[src/rtl/snd_common.sv]
// Shared constants for the CPU sound path: count width, system clock rate,
// and a helper that turns a tone frequency into a half-period count.
package snd_common;

    localparam int unsigned SND_COUNT_WIDTH = 26;
    localparam int unsigned SND_CLK_HZ      = 50_000_000;

    // Half-period in system clocks for a square wave of the given frequency.
    function automatic int unsigned snd_half_period(input int unsigned hz);
        return SND_CLK_HZ / (2 * hz);
    endfunction

endpackage

[src/rtl/snd_tone_gen.sv]
// Square-wave tone generator. A requested half-period count is buffered and
// only swapped into the running counter at a half-period boundary (or at once
// from mute), so the speaker output never produces a short or long glitch.
//
// Request interface: snd_latch_max_count is a single-cycle strobe with no
// ready/back-pressure; snd_max_count is sampled only on edges where the strobe
// is high, and a newer strobe simply replaces any request still waiting.
module snd_tone_gen
    import snd_common::*;
#(
    parameter int unsigned COUNT_WIDTH = SND_COUNT_WIDTH
) (
    input  logic                   clk,
    input  logic                   rst_sync,
    input  logic [COUNT_WIDTH-1:0] snd_max_count,
    input  logic                   snd_latch_max_count,
    output logic                   snd_out,
    output logic                   snd_active,
    output logic                   snd_pending
);

    logic [COUNT_WIDTH-1:0] r_active_count;
    logic [COUNT_WIDTH-1:0] r_pending_count;
    logic                   r_pending_valid;
    logic [COUNT_WIDTH-1:0] r_counter;
    logic                   r_snd_out;
    logic                   r_snd_active;

    logic w_playing;
    logic w_boundary;
    logic w_apply;

    // Boundary is the last clock of a half-period; apply swaps in the pending
    // count either there or immediately when nothing is playing.
    always_comb begin
        w_playing  = (r_active_count != '0);
        w_boundary = w_playing && (r_counter == (r_active_count - COUNT_WIDTH'(1)));
        w_apply    = r_pending_valid && (!w_playing || w_boundary);
    end

    // Request buffer: a strobe always wins over the clear-on-apply, so a latch
    // on the apply edge stays pending for the next boundary.
    always_ff @(posedge clk) begin
        if (rst_sync) begin
            r_pending_count <= '0;
            r_pending_valid <= 1'b0;
        end else if (snd_latch_max_count) begin
            r_pending_count <= snd_max_count;
            r_pending_valid <= 1'b1;
        end else if (w_apply) begin
            r_pending_valid <= 1'b0;
        end
    end

    // Half-period counter, applied count and the output square wave.
    always_ff @(posedge clk) begin
        if (rst_sync) begin
            r_active_count <= '0;
            r_counter      <= '0;
            r_snd_out      <= 1'b0;
            r_snd_active   <= 1'b0;
        end else if (w_apply) begin
            r_active_count <= r_pending_count;
            r_snd_active   <= (r_pending_count != '0);
            r_counter      <= '0;
            // Starting from mute or switching to mute begins low; otherwise
            // this is a normal boundary toggle.
            if (!w_playing || (r_pending_count == '0)) begin
                r_snd_out <= 1'b0;
            end else begin
                r_snd_out <= ~r_snd_out;
            end
        end else if (w_playing) begin
            if (w_boundary) begin
                r_counter <= '0;
                r_snd_out <= ~r_snd_out;
            end else begin
                r_counter <= r_counter + COUNT_WIDTH'(1);
            end
        end else begin
            r_counter <= '0;
            r_snd_out <= 1'b0;
        end
    end

    assign snd_out     = r_snd_out;
    assign snd_active  = r_snd_active;
    assign snd_pending = r_pending_valid;

endmodule
[config.mk]
export PLATFORM = sky130hd
export DESIGN_NAME = snd_tone_gen
export DESIGN_NICKNAME = d
export VERILOG_FILES = /design/src/rtl/snd_common.sv /design/src/rtl/snd_tone_gen.sv
export SDC_FILE = /design/constraint.sdc
export NUM_CORES = 1
export LEC_CHECK = 0
export ABC_AREA = 0
export BUFFER_PORTS_ARGS = -buffer_cell sky130_fd_sc_hd__buf_2
export CAP_MARGIN = 10
export CORE_MARGIN = 3
export CORE_UTILIZATION = 60
export DETAILED_ROUTE_END_ITERATION = 12
export GPL_TIMING_DRIVEN = 0
export PLACE_DENSITY = 0.81
export SYNTH_ARGS = -nofsm -noshare
export SYNTH_HDL_FRONTEND = slang
export SYNTH_SLANG_ARGS = --single-unit
[constraint.sdc]
create_clock -name clk -period 4.2 [get_ports clk]
set_clock_uncertainty 0.05 [all_clocks]
set_input_delay 0.63 -clock clk [delete_from_list [all_inputs] [get_ports clk]]
set_output_delay 0.63 -clock clk [all_outputs]
set_load 0.01 [all_outputs]
# Word-level counts from Yosys, hierarchy flattened
# Index checks and enable logic that the tools add are counted.
# Widths: inputs -> output; s select.
# totals
reg_bits,81
inputBits,29
output_inout_bits,3
wordCells,28
# op_classes
n_addsub,2
n_eq_ne,2
mux,6
bitwise_logic,2
reduce_logical,10
# op_table
op,n
$reduce_bool 26->1,2
$add 26x1->26 const B,1
$eq 26x26->1,1
$logic_not 26->1,1
$sub 26x1->26 const B,1
$mux 1,6
$reduce_or 4->1,1
$ne 3x1->1 const B,1
$logic_and 1x1->1,2
$logic_or 1x1->1,2
$not 1->1,2
$reduce_bool 2->1,1
$logic_not 1->1,1

# Longest topological paths before layout
# depth
word_depth,7
depth_mapped,12
depth_no_buf,10

# Least setup slack after synthesis
# OpenSTA, ideal clock, no wires.
# synth_timing
kind,reg-to-reg
startpoint,reg r_active_count[0]
endpoint,reg r_snd_active (netlist: snd_active)
setup_time_ps,123
arrival_time_ps,3007
t_required_ps,4027
setup_slack_ps,1020
stages_incl_launch_ff,12
n_path_buf,1
synth_period_minus_slack_ps,3180
cell_sequence,dfxtp_1 > inv_1 > ha_1 > nor3b_1 > nand4_1 > xnor2_1 > mux2i_1 > a2111oi_0 > nand4_1 > o31ai_2 > buf_6 > mux2_1
# synth_between
elab_chain_cells,5
word_cells_on_any_way,7
cone_classes,add/sub: 1; eq/ne: 1; reduce/logical: 5
# synth_rtl
item,line_no,source
"start, declared",snd_tone_gen.sv:22,logic [COUNT_WIDTH-1:0] r_active_count;
"start signal, assigned",snd_tone_gen.sv:63,r_active_count <= r_pending_count;
$sub 26x1->26,snd_tone_gen.sv:37,w_boundary = w_playing && (r_counter == (r_active_count - COUNT_WIDTH'(1)));
$eq 26x26->1,snd_tone_gen.sv:37,
$logic_and 1x1->1,snd_tone_gen.sv:37,
$logic_or 1x1->1 *,snd_tone_gen.sv:38,w_apply = r_pending_valid && (!w_playing || w_boundary);
$logic_and 1x1->1 *,snd_tone_gen.sv:38,
"end signal, assigned",snd_tone_gen.sv:64,r_snd_active <= (r_pending_count != '0);
"end, declared",snd_tone_gen.sv:27,logic r_snd_active;
# Mark *: on every way between the ends. The rest lies on a longest branch, timed or not.
# A chain may end at the register's enable or synchronous reset.

# Worst setup path after layout
# layout_timing
startpoint,reg r_active_count[0]
endpoint,reg r_counter[21]
# layout_between
elab_chain_cells,6
word_cells_on_any_way,9
cone_classes,add/sub: 1; eq/ne: 1; bitwise: 1; reduce/logical: 6
# layout_rtl
item,line_no,source
$sub 26x1->26,snd_tone_gen.sv:37,
$eq 26x26->1,snd_tone_gen.sv:37,
$logic_and 1x1->1,snd_tone_gen.sv:37,
$logic_or 1x1->1,snd_tone_gen.sv:38,
$logic_and 1x1->1,snd_tone_gen.sv:38,
$reduce_or 4->1 (no source line) *,n/a,
"end signal, assigned",snd_tone_gen.sv:78,r_counter <= r_counter + COUNT_WIDTH'(1);
"end, declared",snd_tone_gen.sv:25,logic [COUNT_WIDTH-1:0] r_counter;
# Marks and branches as above.

==> impl_metrics.ini <==
[status]
run_status = complete, no violations

[logic_synthesis]
synth_edf_count = 0
yosysTopAreaCell = dfxtp_1
syn_area_sq_mm = 0.00430
ys_warn_count = 0
synth.most_common_cell = dfxtp_1
synth_ff_type = dfxtp_1
synth.distinct_cells = 60
yosys.area.top_type_share = 0.377
seq_area_frac_synth = 0.377
synth_cells = 472
synth_nets = 504
synth_commonest_cells = dfxtp_1, nor2_1, mux2i_1, nand2b_1, xor2_1
synth-async-reset-ratio = 0
avgSynthCellArea_sq_um = 9.10
ys_ff_latch = 81
synthTopCellsByArea = dfxtp_1, mux2i_1, nand2b_1, xor2_1, nor2_1

[setup_path]
start_kind = register
criticalPathCategory = reg -> reg
crit_fanout = 10
cp-end-kind = register
arrival_ps = 3790
cp.required_ps = 4390

[placed_design]
hpwl_um = 6800
dpl_cell_area_sq_mm = 0.00456
io_buffers = 29
finalWeightedCongestion = 0.796

[route]
post_drt_wl_per_cell_um = 14.8
drt_iter0_markers = 167
vias = 3448
drc = 0
via_per_inst = 5.62
wl_um = 9070
firstDrtPassIters = 6
ant_nets = 0

[sta]
tns_ps = 0
setup-violations-final = 0
fin_crit_sh = 0.855
worst_pin_slew_ps = 699
maxSlewViolCount = 0
slew_headroom = 0.534
fin_crit_ps = 3590
hold_viol_final = 0
fmax_mhz = 278
rsz0062_at_grt = false

[final_layout]
nets = 544
nFillCells = 551
stdcell_area_sq_mm = 0.00477
post-route-util = 0.694
syn_to_final_growth_pct = 11.0
antenna-diode-count = 0
final_layout_size_suffix_gt1_frac = 0.132

[power_and_ir_drop]
power_leakage_nw = 1.86
ir_drop_mv = 0.314
power.density_mw_per_mm2 = 535

[cts]
cts_setup_buffers = 0
cts.htree.levels = 3
clockBufferDepth = 2
cts_hold_buf = 0
cts_root_buf = clkbuf_8
cts_buffers = 9
clock_sinks = 81
cts_tree = built
clkTransAtPathRegs_ps = 90
clkLatencyLatePin_ps = 360

[die]
initial_core_util = 0.626
dieArea_sq_mm = 0.00821
coreArea_sq_mm = 0.00687
rows = 30
die_h_um = 90.6
chipWidth_um = 90.6
boundaryPins = 32

[global_route]
first_global_vias = 3435
overflow = 0
grt_pass1_wl_um = 15500
antenna_found_initial = 0
grt_max_degree = 16
grt_usage = 0.232

[worst_hold_path]
hold_path.class = in -> reg

[flow_run]
cap_violations = 0
==> area by class of cell <==
cell class	count	area (sq um)	area share
buffer	22	129	0.0270
clock inverter	6	75.1	0.0157
inverter	9	33.8	0.00708
clock buffer	10	128	0.0268
sequential	81	1620	0.340
multi-input combinational	360	2520	0.528
timing repair buffer	29	145	0.0304
tap	96	120	0.0252
==> worst max-delay path: stages (launching register included) <==
cell,delay (ps)
dfxtp_1,380
nor4_2,600
nand2_1,340
or4_1,510
a211o_1,310
a21oi_1,160
nand4_1,250
o21ai_2,480
buf_2,330
nor2_1,80
==> repair_timing <==
item | 4_1_cts | 5_1_grt
resized for setup | 0 | 1
endpoints found under the setup margin | 0 | 20
endpoints found under the hold margin | 0 | 0
==> registers in the layout (all words and copies together) (netlist names) <==
register,count
snd_pending,1
snd_active,1
r_active_count,26
snd_out,1
r_counter,26
r_pending_count,26
==> cell families (layout without fill, tap and decap cells) <==
family                     after synthesis  after routing  share of synthesized area
buffers and inverters                   31             76                     0.0379
muxes                                   55             55                      0.129
AOI/OAI and AO/OA                       34             34                     0.0617
and+or+nand+nor                        213            213                      0.273
DFF                                     81             81                      0.377
adders and majority gates                3              3                    0.00874
xor gates and xnor gates                55             55                      0.112
==> layer usage <==
| layer | wire, um | track usage | up-vias |
|---|---|---|---|
| met5 | 0 | 0 | - |
| li1 | - | - | 1709 |
| met3 | 411 | 0.0592 | 27 |
| met2 | 4290 | 0.382 | 88 |
| met4 | 264 | 0.106 | 0 |
| met1 | 4110 | 0.283 | 1624 |
==> final timing paths <==
| check | start | endpoint | slack (ps) | cells past startpoint |
|---|---|---|---|---|
| max reg2reg | r_active_count[0]$_SDFFE_PP0P_ | r_counter[21]$_SDFF_PP0_ | 610 | 9 |
| min reg2reg | r_pending_count[10]$_SDFFE_PP0P_ | r_active_count[10]$_SDFFE_PP0P_ | 460 | 2 |
| max | r_active_count[0]$_SDFFE_PP0P_ | r_counter[21]$_SDFF_PP0_ | 610 | 9 |
| min | snd_max_count[18] | r_pending_count[18]$_SDFFE_PP0P_ | 450 | 3 |
==> where the power goes <==
| group | leakage, nW | internal [mW] | switching [mW] |
|---|---|---|---|
| sequential | 0.659 | 0.827 | 0.0769 |
| combinational | 1.10 | 0.488 | 0.576 |
| clock | 0.0994 | 0.284 | 0.301 |
| total | 1.86 | 1.60 | 0.954 |
==> per-stage QoR <==
step	hold WS [ps]	instances	setup slack, ps	total power, mW
detailed placement	438	597	383	1.97
global placement	429	597	431	1.93
finish	451	613	608	2.55
floorplan	414	472	1020	1.76
CTS	438	613	325	2.56
global route	446	613	281	2.69
==> cell usage in the layout (no fill, tap or decap), drive strengths merged, types with 3 or more instances in the layout <==
cell	count
and3	10
buf	39
clkbuf	22
dfxtp	81
ha	3
inv	12
mux2i	53
nand2	16
nand2b	51
nand3	13
nand4	8
nor2	64
nor2b	5
nor3	10
nor4	16
o21ai	10
o31ai	3
or3	3
or4	4
xnor2	27
xor2	28
Note: power is estimated with default switching activity, not from simulation.
